File: src/rtl/pkt_stream_arbiter.sv
// pkt_stream_arbiter: round-robin arbiter that locks one source per packet (size beat, then body to tlast).
// Define PKT_ARB_STATS_EN to enable the completed-packet counter on pkt_count; otherwise it is tied to 0.
module pkt_stream_arbiter #(
  parameter int DW = 128,
  parameter int N  = 4,
  localparam int GW = (N > 1) ? $clog2(N) : 1
) (
  input  logic              clk,
  input  logic              resetn,
  input  logic [N*16-1:0]   s_psize_tdata,
  input  logic [N-1:0]      s_psize_tvalid,
  output logic [N-1:0]      s_psize_tready,
  input  logic [N*DW-1:0]   s_pbody_tdata,
  input  logic [N*DW/8-1:0] s_pbody_tkeep,
  input  logic [N-1:0]      s_pbody_tlast,
  input  logic [N-1:0]      s_pbody_tvalid,
  output logic [N-1:0]      s_pbody_tready,
  output logic [15:0]       m_psize_tdata,
  output logic              m_psize_tvalid,
  input  logic              m_psize_tready,
  output logic [DW-1:0]     m_pbody_tdata,
  output logic [DW/8-1:0]   m_pbody_tkeep,
  output logic              m_pbody_tlast,
  output logic              m_pbody_tvalid,
  input  logic              m_pbody_tready,
  output logic [GW-1:0]     grant,
  output logic              busy,
  output logic [15:0]       pkt_count
);

  typedef enum logic [1:0] {IDLE = 2'd0, SIZE = 2'd1, BODY = 2'd2} state_t;

  state_t        state_reg, state_next;
  logic [GW-1:0] grant_reg, grant_next;
  logic [GW-1:0] rr_reg, rr_next;
  logic [GW-1:0] pick;

  logic [15:0]     size_arr [N];
  logic [DW-1:0]   data_arr [N];
  logic [DW/8-1:0] keep_arr [N];

  for (genvar gi = 0; gi < N; gi++) begin : g_unpack
    assign size_arr[gi] = s_psize_tdata[16*gi +: 16];
    assign data_arr[gi] = s_pbody_tdata[DW*gi +: DW];
    assign keep_arr[gi] = s_pbody_tkeep[(DW/8)*gi +: DW/8];
  end

  // Scan from the farthest offset down so the nearest requester after rr wins.
  always_comb begin
    logic [GW-1:0] cand;
    pick = rr_reg;
    cand = '0;
    for (int k = N - 1; k >= 0; k--) begin
      cand = GW'((int'(rr_reg) + k) % N);
      if (s_psize_tvalid[cand]) pick = cand;
    end
  end

  always_ff @(posedge clk or negedge resetn) begin
    if (!resetn) begin
      state_reg <= IDLE;
      grant_reg <= '0;
      rr_reg    <= '0;
    end else begin
      state_reg <= state_next;
      grant_reg <= grant_next;
      rr_reg    <= rr_next;
    end
  end

  always_comb begin
    state_next     = state_reg;
    grant_next     = grant_reg;
    rr_next        = rr_reg;
    s_psize_tready = '0;
    s_pbody_tready = '0;
    m_psize_tdata  = '0;
    m_psize_tvalid = 1'b0;
    m_pbody_tdata  = '0;
    m_pbody_tkeep  = '0;
    m_pbody_tlast  = 1'b0;
    m_pbody_tvalid = 1'b0;
    case (state_reg)
      IDLE: begin
        if (|s_psize_tvalid) begin
          grant_next = pick;
          state_next = SIZE;
        end
      end
      SIZE: begin
        m_psize_tdata             = size_arr[grant_reg];
        m_psize_tvalid            = s_psize_tvalid[grant_reg];
        s_psize_tready[grant_reg] = m_psize_tready;
        if (s_psize_tvalid[grant_reg] && m_psize_tready) state_next = BODY;
      end
      BODY: begin
        m_pbody_tdata             = data_arr[grant_reg];
        m_pbody_tkeep             = keep_arr[grant_reg];
        m_pbody_tlast             = s_pbody_tlast[grant_reg];
        m_pbody_tvalid            = s_pbody_tvalid[grant_reg];
        s_pbody_tready[grant_reg] = m_pbody_tready;
        if (s_pbody_tvalid[grant_reg] && m_pbody_tready && s_pbody_tlast[grant_reg]) begin
          state_next = IDLE;
          rr_next    = (grant_reg == GW'(N - 1)) ? '0 : grant_reg + 1'b1;
        end
      end
      default: state_next = IDLE;
    endcase
  end

  assign grant = grant_reg;
  assign busy  = (state_reg != IDLE);

`ifdef PKT_ARB_STATS_EN
  // Body outputs are zero outside BODY, so this is exactly the end-of-packet handshake.
  logic        pkt_done;
  logic [15:0] cnt_reg;
  assign pkt_done = m_pbody_tvalid & m_pbody_tready & m_pbody_tlast;
  always_ff @(posedge clk or negedge resetn) begin
    if (!resetn)       cnt_reg <= '0;
    else if (pkt_done) cnt_reg <= cnt_reg + 16'd1;
  end
  assign pkt_count = cnt_reg;
`else
  assign pkt_count = '0;
`endif

endmodule

File: config.mk
export PLATFORM = sky130hd
export DESIGN_NAME = pkt_stream_arbiter
export DESIGN_NICKNAME = d
export VERILOG_FILES = /design/src/rtl/pkt_stream_arbiter.sv
export SDC_FILE = /design/constraint.sdc
export NUM_CORES = 1
export LEC_CHECK = 0
export ABC_AREA = 1
export CORE_AREA = 4 4 330 332
export CTS_CLUSTER_DIAMETER = 40
export DETAILED_ROUTE_END_ITERATION = 8
export DIE_AREA = 0 0 334 336
export GPL_ROUTABILITY_DRIVEN = 0
export HOLD_SLACK_MARGIN = 0.1
export SYNTH_ARGS = -nofsm -noshare
export SYNTH_HDL_FRONTEND = slang
export SYNTH_SLANG_ARGS = --single-unit
File: constraint.sdc
create_clock -name clk -period 1.72 [get_ports clk]
set_clock_uncertainty 0.2 [all_clocks]
set_input_delay 0.344 -clock clk [delete_from_list [all_inputs] [get_ports clk]]
set_output_delay 0.344 -clock clk [all_outputs]
set_load 0.01 [all_outputs]
-- Word-level counts from Yosys, hierarchy flattened
Index checks and enable logic that the tools add are counted.
- output and inout bits: 190
- register bits: 6
- input bits: 656
- word-level logic and storage cells: 75
- reductions and logical operators: 10
- add/subtract/negate cells: 4
- bitwise logic cells: 3
- equality and inequality tests: 6
- muxes and demuxes: 42
- $lt $le $gt $ge: 7
- operator list (cell ; number):
    two-way mux 128 bit ; 3
    binary-select mux 128 bit (select 2 bit) ; 1
    two-way mux 16 bit ; 6
    binary-select mux 16 bit (select 2 bit) ; 2
    two-way mux 2 bit ; 8
    < comparator 2 x 3 -> 1 bit (second input constant) ; 5
    binary-select mux 1 bit (select 2 bit) ; 7
    two-way mux 1 bit ; 11
    bitwise AND 4 bit ; 2
    two-way mux 4 bit ; 2
    inequality test 2 bit (second input constant) ; 3
    case mux 2 bit (3 select lines) ; 1
    adder 2 x 1 -> 2 bit (second input constant) ; 2
    adder 2 bit (second input constant) ; 2
    equality test 2 bit (second input constant) ; 2
    logical AND 1 bit ; 4
    AND reduction 2 bit ; 2
    OR reduction 4 bit ; 1
    >= comparator 3 bit (second input constant) ; 1
    inverter 2 -> 3 bit ; 1
    AND reduction 3 bit ; 1
    demux 1 bit (select 2 bit) ; 1
    equality test 2 x 1 -> 1 bit (second input constant) ; 1
    >= comparator 2 x 1 -> 1 bit (second input constant) ; 1
    other kinds (2) ; 2

-- Longest topological paths before layout
- depth after elaboration: 7
- depth in mapped cells: 12
- mapped depth without buffers: 11

-- Least setup slack after synthesis
Ideal clock, no wire load.
- path type: flip-flop to output port
- from: register grant_reg[1] (netlist: grant[1])
- to: output s_pbody_tready[0]
- data required time: 1176 ps
- path buffers: 2
- path slack: -240 ps
- data arrival time: 1416 ps
- stages on the path, launching flop included: 7
- cells stage by stage: dfrtp_1 -> inv_1 -> buf_2 -> buf_1 -> ha_1 -> inv_1 -> nor2_1
- word-level cells in the longest chain between the ends: 6
- elaborated cells between the ends (all ways): 7
- classes of those cells: order compare: 2; mux: 3; bitwise: 1; reduce/logical: 1
- ends and longest elaborated chain (what ; RTL line ; text):
    from (decl) ; 34 ; logic [GW-1:0] grant_reg, grant_next;
    from (signal assigned) ; 66 ; grant_reg <= grant_next;
    < comparator 2 x 3 -> 1 bit (implied by the code) or >= comparator 2 x 1 -> 1 bit (tied branches) ; 101 ; s_pbody_tready[grant_reg] = m_pbody_tready;
    logical AND 1 bit (implied by the code) ; 101 ;
    two-way mux 1 bit (implied by the code) ; 101 ;
    demux 1 bit (select 2 bit) (*) ; 101 ;
    bitwise AND 4 bit (no source line) (*) ; n/a ;
    two-way mux 4 bit (*) ; 83 ; case (state_reg)
    to (decl) ; 17 ; output logic [N-1:0] s_pbody_tready,
Mark *: on every way between the ends. The rest lies on a longest branch, timed or not.

-- Final worst setup path
- from: register grant_reg[0] (netlist: grant[0])
- to: output m_psize_tdata[14]
- word-level cells in the longest chain between the ends: 5
- ends and longest elaborated chain (what ; RTL line ; text):
    inverter 2 -> 3 bit (implied by the code) ; 91 ; m_psize_tdata = size_arr[grant_reg];
    binary-select mux 16 bit (select 2 bit) ; 91 ;
    two-way mux 16 bit (implied by the code) (2 in series) ; 91 ;
    two-way mux 16 bit ; 83 ;
    to (decl) ; 18 ; output logic [15:0] m_psize_tdata,
Every way passes these cells. The select of a mux whose other input is x is not followed.

==> run metrics <==
Iter 0 DRT Violations 873; data required time of the worst path 1.18 ns; maximum fanout encountered on the critical timing path 11; area growth from synthesis to layout 265%; clock input transition at the sequential cells of the worst setup and hold paths 0.04 ns; commonest non-fill, non-tap cells in the layout clkdlybuf4s50_1, nor2_1, o21ai_1; count of final setup violators 178; antenna violations before repair 51; maximum clock rate 398 MHz; setup repair after global routing missed its margin true; number of placement rows 120; Die Footprint 112000 um2; H-tree level count 1; non-filler instance count after layout 3863; I/O Buffers 829; Critical Path AT 1.97 ns; number of vias after detailed routing 14752; count of unresolved DRC violations after routing 0; Largest stage delay, worst path 0.50 ns; total I/O pin count 846; fillers 11863; Wirelength per Cell 25.3 um; critical path startpoint category flop; antenna-violating nets left 0; Period minus WS final 2.51 ns; ratio of routed vias to standard cells 3.82; Power Total 36.1 mW; utilization after layout 0.213; Netlist Area Pre-Place 6210 um2; static power due to leakage 8.69 nW; Synthesis Warnings 0; clock buffers created by TritonCTS 3; max_cap viols 0; Std-Cell Core Area 106000 um2; first-pass iteration count of the detailed router 5; Final Routed Wirelength 97.8 mm; critical path class flop to output port; maximum buffer depth of the clock tree 2; Chip Height 336 um; count of final max-slew check failures 0; CTS Hold Bufs 0; sequence of cells on the critical path buf_6 -> buf_12 -> buf_16 -> buf_4 -> nor2_1 -> nor2_1 -> o21ai_1 -> a21oi_2 -> buf_4 -> buf_12; crit path capture type output port; most common library cell in the layout ignoring fill and taps clkdlybuf4s50_1; syn_area_per_cell 4.48 um2; grt total ovfl 0; power per cell area 1590 nW/um2; Clk Latency, worst-skew pair 0.23 ns; pin count of the biggest net entering global routing 33; global-route usage over all layers 0.158; TritonCTS clock tree built; Final Worst Setup Slack -0.792 ns; global-route wire length before repair 121 mm; vias in the first global route 14047; Die Wd 334 um; Max stage delay cell, worst path dfrtp_4; register area share after synthesis 0.0242; result of the run complete, but fails checks; total number of nets in the final design 3109; violated checks setup timing; proportion of layout cells with a drive suffix above 1 0.413; CTS Root Buffer Type clkbuf_16; flip-flop and latch count after synthesis 6; DP Cell Count 3664; Seq. cell area 158 um2; HPWL reported at the end of detailed placement 74.7 mm; number of sinks handled by clock tree synthesis 6; initial cell density of the core 0.0584; Synth Instances 1386; Cell variety after synth 24; VDD IR-drop max 0.602 mV; class of the tightest hold or removal check input pin to asynchronous set/reset pin; area used by multi-input combinational logic 7560 um2; Final Hold Fails 0; final critical-path share of the clock period 1.46
## final timing paths
check	start	endpoint	slack, ns	depth (start not counted)
setup reg to reg	grant[1]$_DFFE_PN0P_	rr_reg[0]$_DFFE_PN0P_	-0.44	12
max in group asynchronous	resetn	grant[0]$_DFFE_PN0P_	0.78	1
setup / recovery	grant[0]$_DFFE_PN0P_	m_psize_tdata[14]	-0.79	10
hold / removal	resetn	state_reg[0]$_DFFE_PN0P_	0.21	1
hold reg to reg	state_reg[0]$_DFFE_PN0P_	state_reg[1]$_DFFE_PN0P_	0.37	2
min in group clk	state_reg[0]$_DFFE_PN0P_	state_reg[1]$_DFFE_PN0P_	0.37	2
## cell type report
cell class / instances / share of cell area
Antenna cell: 12 / 0.00133
Inverter: 20 / 0.00569
Multi-Input combinational cell: 1232 / 0.334
Timing Repair Buffer: 1183 / 0.568
Tap cell: 1403 / 0.0776
Timing Repair inverter: 3 / 0.00276
Clock buffer: 4 / 0.00348
Sequential cell: 6 / 0.00697
## stage by stage
step	instance area (um2)	TNS, ns	setup slack, ns	hold WS (ns)
floorplan	6470	-24.80	-0.161	-0.152
global placement	17500	-138.40	-1.03	0.339
detailed placement	17500	-139.89	-1.00	0.363
CTS	20800	-122.38	-0.831	0.219
global route	22600	-128.89	-0.866	0.234
finish	22600	-116.90	-0.792	0.215
## where the power goes
part           internal, mW  total (mW)  switching [mW]
sequential            0.232       0.346           0.114
combinational          17.4        35.3            18.0
clock                 0.309       0.398          0.0894
## cell families after synthesis
family          count (synthesis)  share of synthesized area
fa+ha+maj                       4                    0.00806
flops                           6                     0.0242
simple gates                  722                      0.448
buf+inv                       163                      0.124
other cells                     1                   0.000604
compound gates                490                      0.395
## timing repair
| item | in CTS | in global routing |
|---|---|---|
| resized for setup | 1187 | 486 |
| pin swaps | 178 | 167 |
| cloned | 39 | 16 |
| setup buffers | 113 | 52 |
| setup endpoints to repair | 178 | 179 |
## cells in the mapped netlist (all sizes together)
master,count,share of area
nor3,1,0.0026
a31oi,1,0.0010
clkbuf,57,0.036
conb,1,0.00060
clkinv,2,0.0014
inv,18,0.011
ha,4,0.0081
a21oi,163,0.13
o21ai,326,0.26
nand4,1,0.0010
dfrtp,6,0.024
nand3,17,0.018
nor2,655,0.40
buf,86,0.075
nand2,48,0.031
## metal layers
metal | track usage | up-vias | part of all wire
li1 | - | 6700 | -
met1 | 0.196 | 7000 | 0.41
met3 | 0.0476 | 158 | 0.091
met2 | 0.272 | 872 | 0.48
met4 | 0.0265 | 22 | 0.024
met5 | 0 | - | 0.0014
## critical path, delay by kind of cell (launching register included)
family                 cells  cell delay, ns
AOI/OAI and AO/OA          2            0.21
buffers and inverters      6            0.83
DFF                        1            0.50
and+or+nand+nor            2            0.16
Power figures use the tool's default switching activity.
